## config.mk

```make
export PLATFORM = sky130hd
export DESIGN_NAME = vram_write_scheduler
export DESIGN_NICKNAME = d
export VERILOG_FILES = /design/src/rtl/vram_write_scheduler.sv
export SDC_FILE = /design/constraint.sdc
export NUM_CORES = 1
export LEC_CHECK = 0
export BUFFER_PORTS_ARGS = -buffer_cell sky130_fd_sc_hd__buf_2
export CORE_ASPECT_RATIO = 1.5
export CORE_MARGIN = 2
export CORE_UTILIZATION = 50
export CTS_CLUSTER_DIAMETER = 60
export CTS_CLUSTER_SIZE = 16
export DETAILED_ROUTE_END_ITERATION = 6
export PLACE_DENSITY_LB_ADDON = 0.15
export REMOVE_ABC_BUFFERS = 1
export SLEW_MARGIN = 20
export SYNTH_ARGS = -nofsm -noshare
export SYNTH_HDL_FRONTEND = slang
export SYNTH_SLANG_ARGS = --single-unit
```

## constraint.sdc

```tcl
create_clock -name clk -period 7 [get_ports clk]
set_clock_uncertainty 0.05 [all_clocks]
set_input_delay 1.4 -clock clk [delete_from_list [all_inputs] [get_ports clk]]
set_output_delay 1.4 -clock clk [all_outputs]
set_load 0.05 [all_outputs]
```

## src/rtl/vram_write_scheduler.sv

```systemverilog
// Host-to-PPU table write buffer: queues Avalon writes and commits them to the
// attribute/color/pattern/sprite tables only while the PPU is not fetching.
module vram_write_scheduler #(
    parameter int DEPTH   = 16,
    parameter int VACTIVE = 480,
    parameter int VTOTAL  = 525,
    parameter int HTOTAL  = 1600
) (
    input  logic                     clk,
    input  logic                     reset,
    input  logic                     chipselect,
    input  logic                     write,
    input  logic [15:0]              address,
    input  logic [31:0]              writedata,
    output logic                     waitrequest,
    input  logic [10:0]              hcount,
    input  logic [9:0]               vcount,
    input  logic                     bypass,
    output logic [3:0]               mem_we,
    output logic [15:0]              mem_addr,
    output logic [31:0]              mem_data,
    output logic                     pending,
    output logic [$clog2(DEPTH):0]   level,
    output logic                     frame_tick
);

    localparam int AW = $clog2(DEPTH);
    localparam int LW = AW + 1;
    localparam logic [LW-1:0] FULL_LEVEL = LW'(DEPTH);
    localparam logic [9:0]    V_FIRST    = 10'(VACTIVE);
    // Line VTOTAL-1 is kept closed: the PPU prefetches line 0 during its hblank.
    localparam logic [9:0]    V_LAST     = 10'(VTOTAL - 2);
    localparam logic [9:0]    V_END      = 10'(VTOTAL - 1);
    localparam logic [10:0]   H_END      = 11'(HTOTAL - 1);

    typedef enum logic {IDLE, DRAIN} state_t;

    state_t         state, state_next;
    logic [47:0]    fifo [DEPTH];
    logic [AW-1:0]  wr_ptr, rd_ptr;
    logic [47:0]    head;
    logic           full, push, pop, drain_ok;

    function automatic logic [3:0] table_we(input logic [3:0] sel);
        logic [3:0] we;
        case (sel)
            4'd0:    we = 4'b0001;
            4'd1:    we = 4'b0010;
            4'd2:    we = 4'b0100;
            default: we = 4'b1000;
        endcase
        return we;
    endfunction

    assign full        = (level == FULL_LEVEL);
    assign waitrequest = full;
    assign pending     = (level != '0);
    assign push        = chipselect & write & ~full;
    assign drain_ok    = bypass | ((vcount >= V_FIRST) & (vcount <= V_LAST));
    assign head        = fifo[rd_ptr];
    assign frame_tick  = ~reset & (hcount == H_END) & (vcount == V_END);

    // Pop is decided in the same cycle the window and a pending entry coincide,
    // so a freshly queued entry commits one edge after it becomes visible.
    always_comb begin
        state_next = state;
        pop        = 1'b0;
        case (state)
            IDLE: begin
                if (drain_ok & pending) begin
                    pop        = 1'b1;
                    state_next = DRAIN;
                end
            end
            DRAIN: begin
                if (drain_ok & pending) pop = 1'b1;
                else                    state_next = IDLE;
            end
            default: state_next = IDLE;
        endcase
    end

    always_ff @(posedge clk) begin
        if (push) fifo[wr_ptr] <= {address, writedata};
    end

    always_ff @(posedge clk or posedge reset) begin
        if (reset) begin
            state  <= IDLE;
            wr_ptr <= '0;
            rd_ptr <= '0;
            level  <= '0;
        end else begin
            state <= state_next;
            if (push) wr_ptr <= wr_ptr + 1'b1;
            if (pop)  rd_ptr <= rd_ptr + 1'b1;
            case ({push, pop})
                2'b10:   level <= level + 1'b1;
                2'b01:   level <= level - 1'b1;
                default: level <= level;
            endcase
        end
    end

    // Commit stage: address/data hold their last committed value between pops.
    always_ff @(posedge clk or posedge reset) begin
        if (reset) begin
            mem_we   <= '0;
            mem_addr <= '0;
            mem_data <= '0;
        end else if (pop) begin
            mem_we   <= table_we(head[47:44]);
            mem_addr <= head[47:32];
            mem_data <= head[31:0];
        end else begin
            mem_we   <= '0;
        end
    end

endmodule

```

==> results of run 1 <==
==> routing by layer <==
metal  vias up  GRT usage, %  part of all wire (%)
li1       6560             -                     -
met1      8211          28.5                    41
met2       381          39.2                    53
met3       104          2.98                   4.1
met4         4          5.36                   2.2
met5         -             0                 0.034
==> worst paths after layout <==
path | from | endpoint | slack (ns) | cells past startpoint
max | vcount[6] | frame_tick | 2.90 | 5
min | mem_addr[2] | mem_addr[2] | 0.42 | 1
max reg2reg | level[0] | level[4] | 3.39 | 11
max in group asynchronous | reset | rd_ptr[1] | 4.89 | 3
min in group asynchronous | reset | level[3] | 0.77 | 2
min reg2reg | mem_addr[2] | mem_addr[2] | 0.42 | 1
==> layout by cell type (no fill, tap or decap), types with 44 or more instances in the layout <==
master	Yosys	routed
mux4_2	146	146
o22ai_1	44	44
o221ai_1	44	44
clkbuf_1	56	46
mux2i_1	96	96
clkbuf_16	0	61
buf_2	20	133
o21ai_0	49	49
edfxtp_1	768	768
a211oi_1	44	44
dfrtp_1	65	61
a21o_1	47	46
==> critical path: cells and delay by family <==
kind | cells | cell delay (ns)
and+or+nand+nor | 3 | 0.82
buffers and inverters | 2 | 0.43
==> registers in the layout, indices dropped and copies added, names as in the netlist <==
| register | count |
|---|---|
| fifo | 768 |
| level | 5 |
| rd_ptr | 4 |
| mem_we | 4 |
| wr_ptr | 4 |
| mem_addr | 16 |
| mem_data | 32 |
==> logic make-up (layout without fill, tap and decap cells) <==
kind of cell / Yosys count / after routing / synth area share (%)
adders and majority gates: 10 / 10 / 0.420
muxes: 245 / 245 / 13.5
AOI/OAI and AO/OA: 241 / 241 / 5.32
other: 0 / 1 / 0
and+or+nand+nor: 61 / 61 / 0.985
xor gates and xnor gates: 11 / 11 / 0.305
DFF: 833 / 833 / 78.1
buffers and inverters: 96 / 285 / 1.33
==> cell type report <==
cell class,count,area share (%)
tap,798,2.85
sequential,833,70.4
timing repair buffer,167,2.79
clock buffer,107,4.84
multi-input combinational,568,18.9
antenna,1,0.00713
clock inverter,3,0.128
inverter,8,0.0891
==> cell usage after synthesis (4+ instances only) <==
library cell,number,area (um2)
edfxtp_1,768,23100
mux4_2,146,3290
mux2i_1,96,961
dfrtp_1,65,1630
clkbuf_1,56,210
o21ai_0,49,245
a21o_1,47,353
a211oi_1,44,330
o221ai_1,44,385
o22ai_1,44,275
buf_2,20,100
nand2_1,17,63.8
nor2_1,16,60.1
ha_1,9,113
inv_1,8,30.0
xnor2_1,8,70.1
buf_1,5,18.8
buf_4,5,37.5
nor3_1,5,25.0
a221oi_1,4,35.0
nand2b_1,4,25.0
==> power by group <==
| part | total [mW] | internal (mW) | switching [mW] |
|---|---|---|---|
| clock | 3.27 | 1.67 | 1.60 |
| combinational | 4.06 | 1.60 | 2.46 |
| sequential | 6.22 | 5.85 | 0.372 |
| total | 13.6 | 9.11 | 4.44 |
==> per-stage QoR <==
| step | utilization, % | cells | power [mW] | setup TNS, ns | hold WS (ns) |
|---|---|---|---|---|---|
| finish | 56.3 | 2485 | 13.6 | 0 | 0.425 |
| global route | 56.3 | 2484 | 14.2 | 0 | 0.445 |
| CTS | 56.2 | 2483 | 13.7 | 0 | 0.428 |
| detailed placement | 53.4 | 2373 | 10.5 | 0 | 0.412 |
| global placement | 53.4 | 2372 | 10.4 | 0 | 0.408 |
| floorplan | - | 1409 | 9.60 | -161.32 | 0.506 |
==> flow_summary.json, run 1 <==
{
  "cts_hold_buf": 0,
  "fin_crit_ns": 4.10,
  "crit_chain": "buf_2, nor4b_1, nand4_1, nor4_1, buf_2",
  "num_vias": 15300,
  "port_buffers": 133,
  "multiInputGateArea_mm2": 0.00663,
  "setup_ws_ns": 2.90,
  "status": "finished clean",
  "cellPowerDensity_mw_per_mm2": 386,
  "clkLatencyLatePin_ns": 0.64,
  "drive_gt1_share_pct": 24.1,
  "cp_data_arrival_time_ns": 2.65,
  "grt_pass1_wl_mm": 105,
  "chipWidth_um": 209,
  "rsz0062_at_grt": "false",
  "postRouteAntennaNets": 0,
  "yosys_warnings": 0,
  "wire_per_inst_um": 28.1,
  "seqCellArea_mm2": 0.0247,
  "ctsLongestPathBuffers": 3,
  "row_count": 112,
  "cts_resized": 0,
  "ys_seq_area_share_pct": 78.1,
  "ys_types": 41,
  "cp.required_ns": 5.55,
  "cts.sinks": 833,
  "period_share_pct": 58.6,
  "syn_area_mm2": 0.0316,
  "cts_tree": "built",
  "p_leak_nw": 11.7,
  "drt_iter0_markers": 1176,
  "max_clock_freq_ghz": 0.244,
  "io_pins": 134,
  "postSynthCellCount": 1497,
  "cp_max_fo": 2,
  "setup_viol": 0,
  "core-area_mm2": 0.0624,
  "synth-async-reset-ratio_pct": 7.80,
  "drv_cap": 0,
  "clk_pin_slew_worst_paths_ns": 0.07,
  "synth_edf_count": 768,
  "htreeDepth": 2,
  "ys_ff_latch": 833,
  "dieArea_mm2": 0.0653,
  "hold_viol_final": 0,
  "syn_area_per_cell_um2": 21.1,
  "synth_top_flop_cell": "edfxtp_1",
  "viasPerCell": 6.14,
  "critPathCaptureType": "primary output",
  "final_area_mm2": 0.0351,
  "track_usage_pct": 21.9,
  "crit_slowest_cell": "nor4b_1",
  "crit_type": "in2out",
  "maxSlewViolCount": 0,
  "drt-total-wl_mm": 69.9,
  "grt_max_degree": 97,
  "gp_congestion": 0.718,
  "hpwl_mm": 37.9,
  "ir_drop_mv": 0.427,
  "worstSetupStartpointType": "input pin",
  "tightest_slew_ns": 1.07,
  "dp_slack_ns": 2.59,
  "fill_cells": 4691,
  "die_y_um": 312,
  "cp_common_cell": "buf_2",
  "min_path_type": "reg2reg",
  "nNetsFinal": 1720,
  "first_pass_iters": 5,
  "syn_to_final_growth_pct": 11.0,
  "antenna_found_initial": 3,
  "root_buffer": "clkbuf_16",
  "max_stage_delay_ns": 0.37,
  "grt_pass1_vias": 16000,
  "gr-total-overflow": 0,
  "dpl_cell_area_mm2": 0.0333,
  "start_util_pct": 50.7,
  "drc": 0,
  "postCtsSetupBuffers": 0,
  "maxSlewHeadroom_pct": 28.7,
  "cts_buffers": 58
}
Note: power is estimated with default switching activity, not from simulation.
==> run 2: changes to the inputs <==
- clock period: 7 -> 3.3 ns (I/O delays scaled with it)
==> run 2 against run 1 <==
  * Register-to-register slack got worse by 3.0 ns
  * Critical endpoint is now level[4]
  * Routed wire length rose by 1.9%
  * Highest routed layer unchanged
  * Power rose by 110%
  * Setup slack worse by 2.5 ns
  * Global-route usage up 0.38 points
  * Final area up 0.89%
  * Sequential cell count is the same
==> flow_summary.json, run 2 (synthesis results as in run 1) <==
{
  "port_buffers": 133,
  "drv_cap": 0,
  "max_stage_delay_ns": 0.44,
  "mostFrequentLayoutCells": "edfxtp_1, mux4_2, buf_2",
  "hpwl_mm": 38.8,
  "cts.sinks": 833,
  "reg.largest.list": "fifo: 768 flops, mem_data: 32 flops, mem_addr: 16 flops",
  "use_met2_pct": 39.2,
  "crit_type": "reg2reg",
  "root_buffer": "clkbuf_16",
  "nNetsFinal": 1750,
  "grt_max_degree": 73,
  "gp_congestion": 0.736,
  "clk_pin_slew_worst_paths_ns": 0.07,
  "final_area_mm2": 0.0354,
  "hold_viol_final": 0,
  "period_share_pct": 89.1,
  "dieArea_mm2": 0.0653,
  "htreeDepth": 2,
  "cp_top_family": "simple AND/OR/NAND/NOR gates",
  "core-area_mm2": 0.0624,
  "gr-total-overflow": 0,
  "r2r_start": "level[0]",
  "postRouteAntennaNets": 0,
  "finalNonFillerCells": 2513,
  "postCtsSetupBuffers": 0,
  "max_clock_freq_ghz": 0.340,
  "fin_total_pwr_mw": 28.8,
  "grt_use_met3_pct": 3.43,
  "cts_tree": "built",
  "clkLatencyLatePin_ns": 0.63,
  "antenna_found_initial": 6,
  "crit_slowest_cell": "dfrtp_1",
  "crit_chain": "nor4_1, nand2_1, and3_1, inv_1, ha_1, ha_1, a21o_1, a21oi_1, xor2_1, nor2_1, xor2_1",
  "path_buf_inv": 1,
  "hold_slack_ns": 0.139,
  "cts_buffers": 58,
  "syn_to_final_growth_pct": 12.0,
  "rsz0062_at_grt": "false",
  "grt_pass1_vias": 16200,
  "reg2regPathDepth": 11,
  "ctsLongestPathBuffers": 3,
  "drt_iter0_markers": 1270,
  "chipWidth_um": 209,
  "io_pins": 134,
  "min_path_type": "in2async",
  "ir_drop_mv": 0.486,
  "critPathCaptureType": "flop",
  "busiest_layer": "met2",
  "grt_pass1_wl_mm": 106,
  "drc": 0,
  "row_count": 112,
  "r2r_end": "level[4]",
  "cts_resized": 0,
  "die_y_um": 312,
  "maxSlewViolCount": 0,
  "cts_hold_buf": 0,
  "cp_max_fo": 9,
  "setup_viol": 0,
  "grt_util_met1_pct": 29.4,
  "p_leak_nw": 11.8,
  "drive_gt1_share_pct": 25.4,
  "fin_setup_tns_ns": 0,
  "tightest_slew_ns": 0.874,
  "dpl_cell_area_mm2": 0.0337,
  "status": "finished clean",
  "largest_reg_flops": 768,
  "cp_data_arrival_time_ns": 3.40,
  "track_usage_pct": 22.3,
  "fill_cells": 4577,
  "cellPowerDensity_mw_per_mm2": 813,
  "num_vias": 15400,
  "maxSlewHeadroom_pct": 41.8,
  "wire_per_inst_um": 28.3,
  "viasPerCell": 6.11,
  "start_util_pct": 50.7,
  "cp.required_ns": 3.76,
  "fin_crit_ns": 2.94,
  "place_inst": 2404,
  "rrSetupSlack_ns": 0.36,
  "regMostFlops": "fifo",
  "first_pass_iters": 5,
  "drt-total-wl_mm": 71.2,
  "worstSetupStartpointType": "flop",
  "mostFrequentLayoutCell": "edfxtp_1"
}
## run 2: power by group
| group | switching, mW | total [mW] | internal, mW |
|---|---|---|---|
| Sequential | 0.633 | 13.0 | 12.4 |
| Combinational | 5.40 | 8.98 | 3.58 |
| Clock | 3.37 | 6.77 | 3.41 |
## run 2: worst max-delay path by stage
stage	startpoint	endpoint	slack, ns	cells after the start
floorplan	rd_ptr[0]	mem_we[1]	-7.12	4
global placement	vcount[6]	level[4]	0.21	12
detailed placement	vcount[6]	level[4]	0.18	12
CTS	level[0]	mem_data[0]	0.36	7
global route	level[0]	level[4]	0.11	11
finish	level[0]	level[4]	0.36	11
## run 2: layer usage
| metal | vias up | wire, um | share of wire, % |
|---|---|---|---|
| met1 | 8219 | 29000 | 41 |
| met4 | 8 | 1210 | 1.7 |
| li1 | 6620 | - | - |
| met2 | 423 | 37300 | 52 |
| met3 | 89 | 3660 | 5.1 |
| met5 | - | 53 | 0.074 |
## run 2: layout make-up
cell class	count	area [um2]	share of cell area, %
inverters	8	31.3	0.0884
multi-input cells	568	6630	18.7
clock buffers	105	1670	4.71
well taps	798	998	2.82
flip-flops and latches	833	24700	69.8
clock inverters	2	20.0	0.0566
diodes	2	5.00	0.0141
repair buffers	197	1350	3.80
## run 2: metrics by stage
stage / utilization [%] / setup slack (ns)
CTS: 56.8 / 0.364
detailed placement: 54.1 / 0.177
finish: 56.8 / 0.360
global route: 56.8 / 0.108
floorplan: - / -7.12
global placement: 54.1 / 0.213
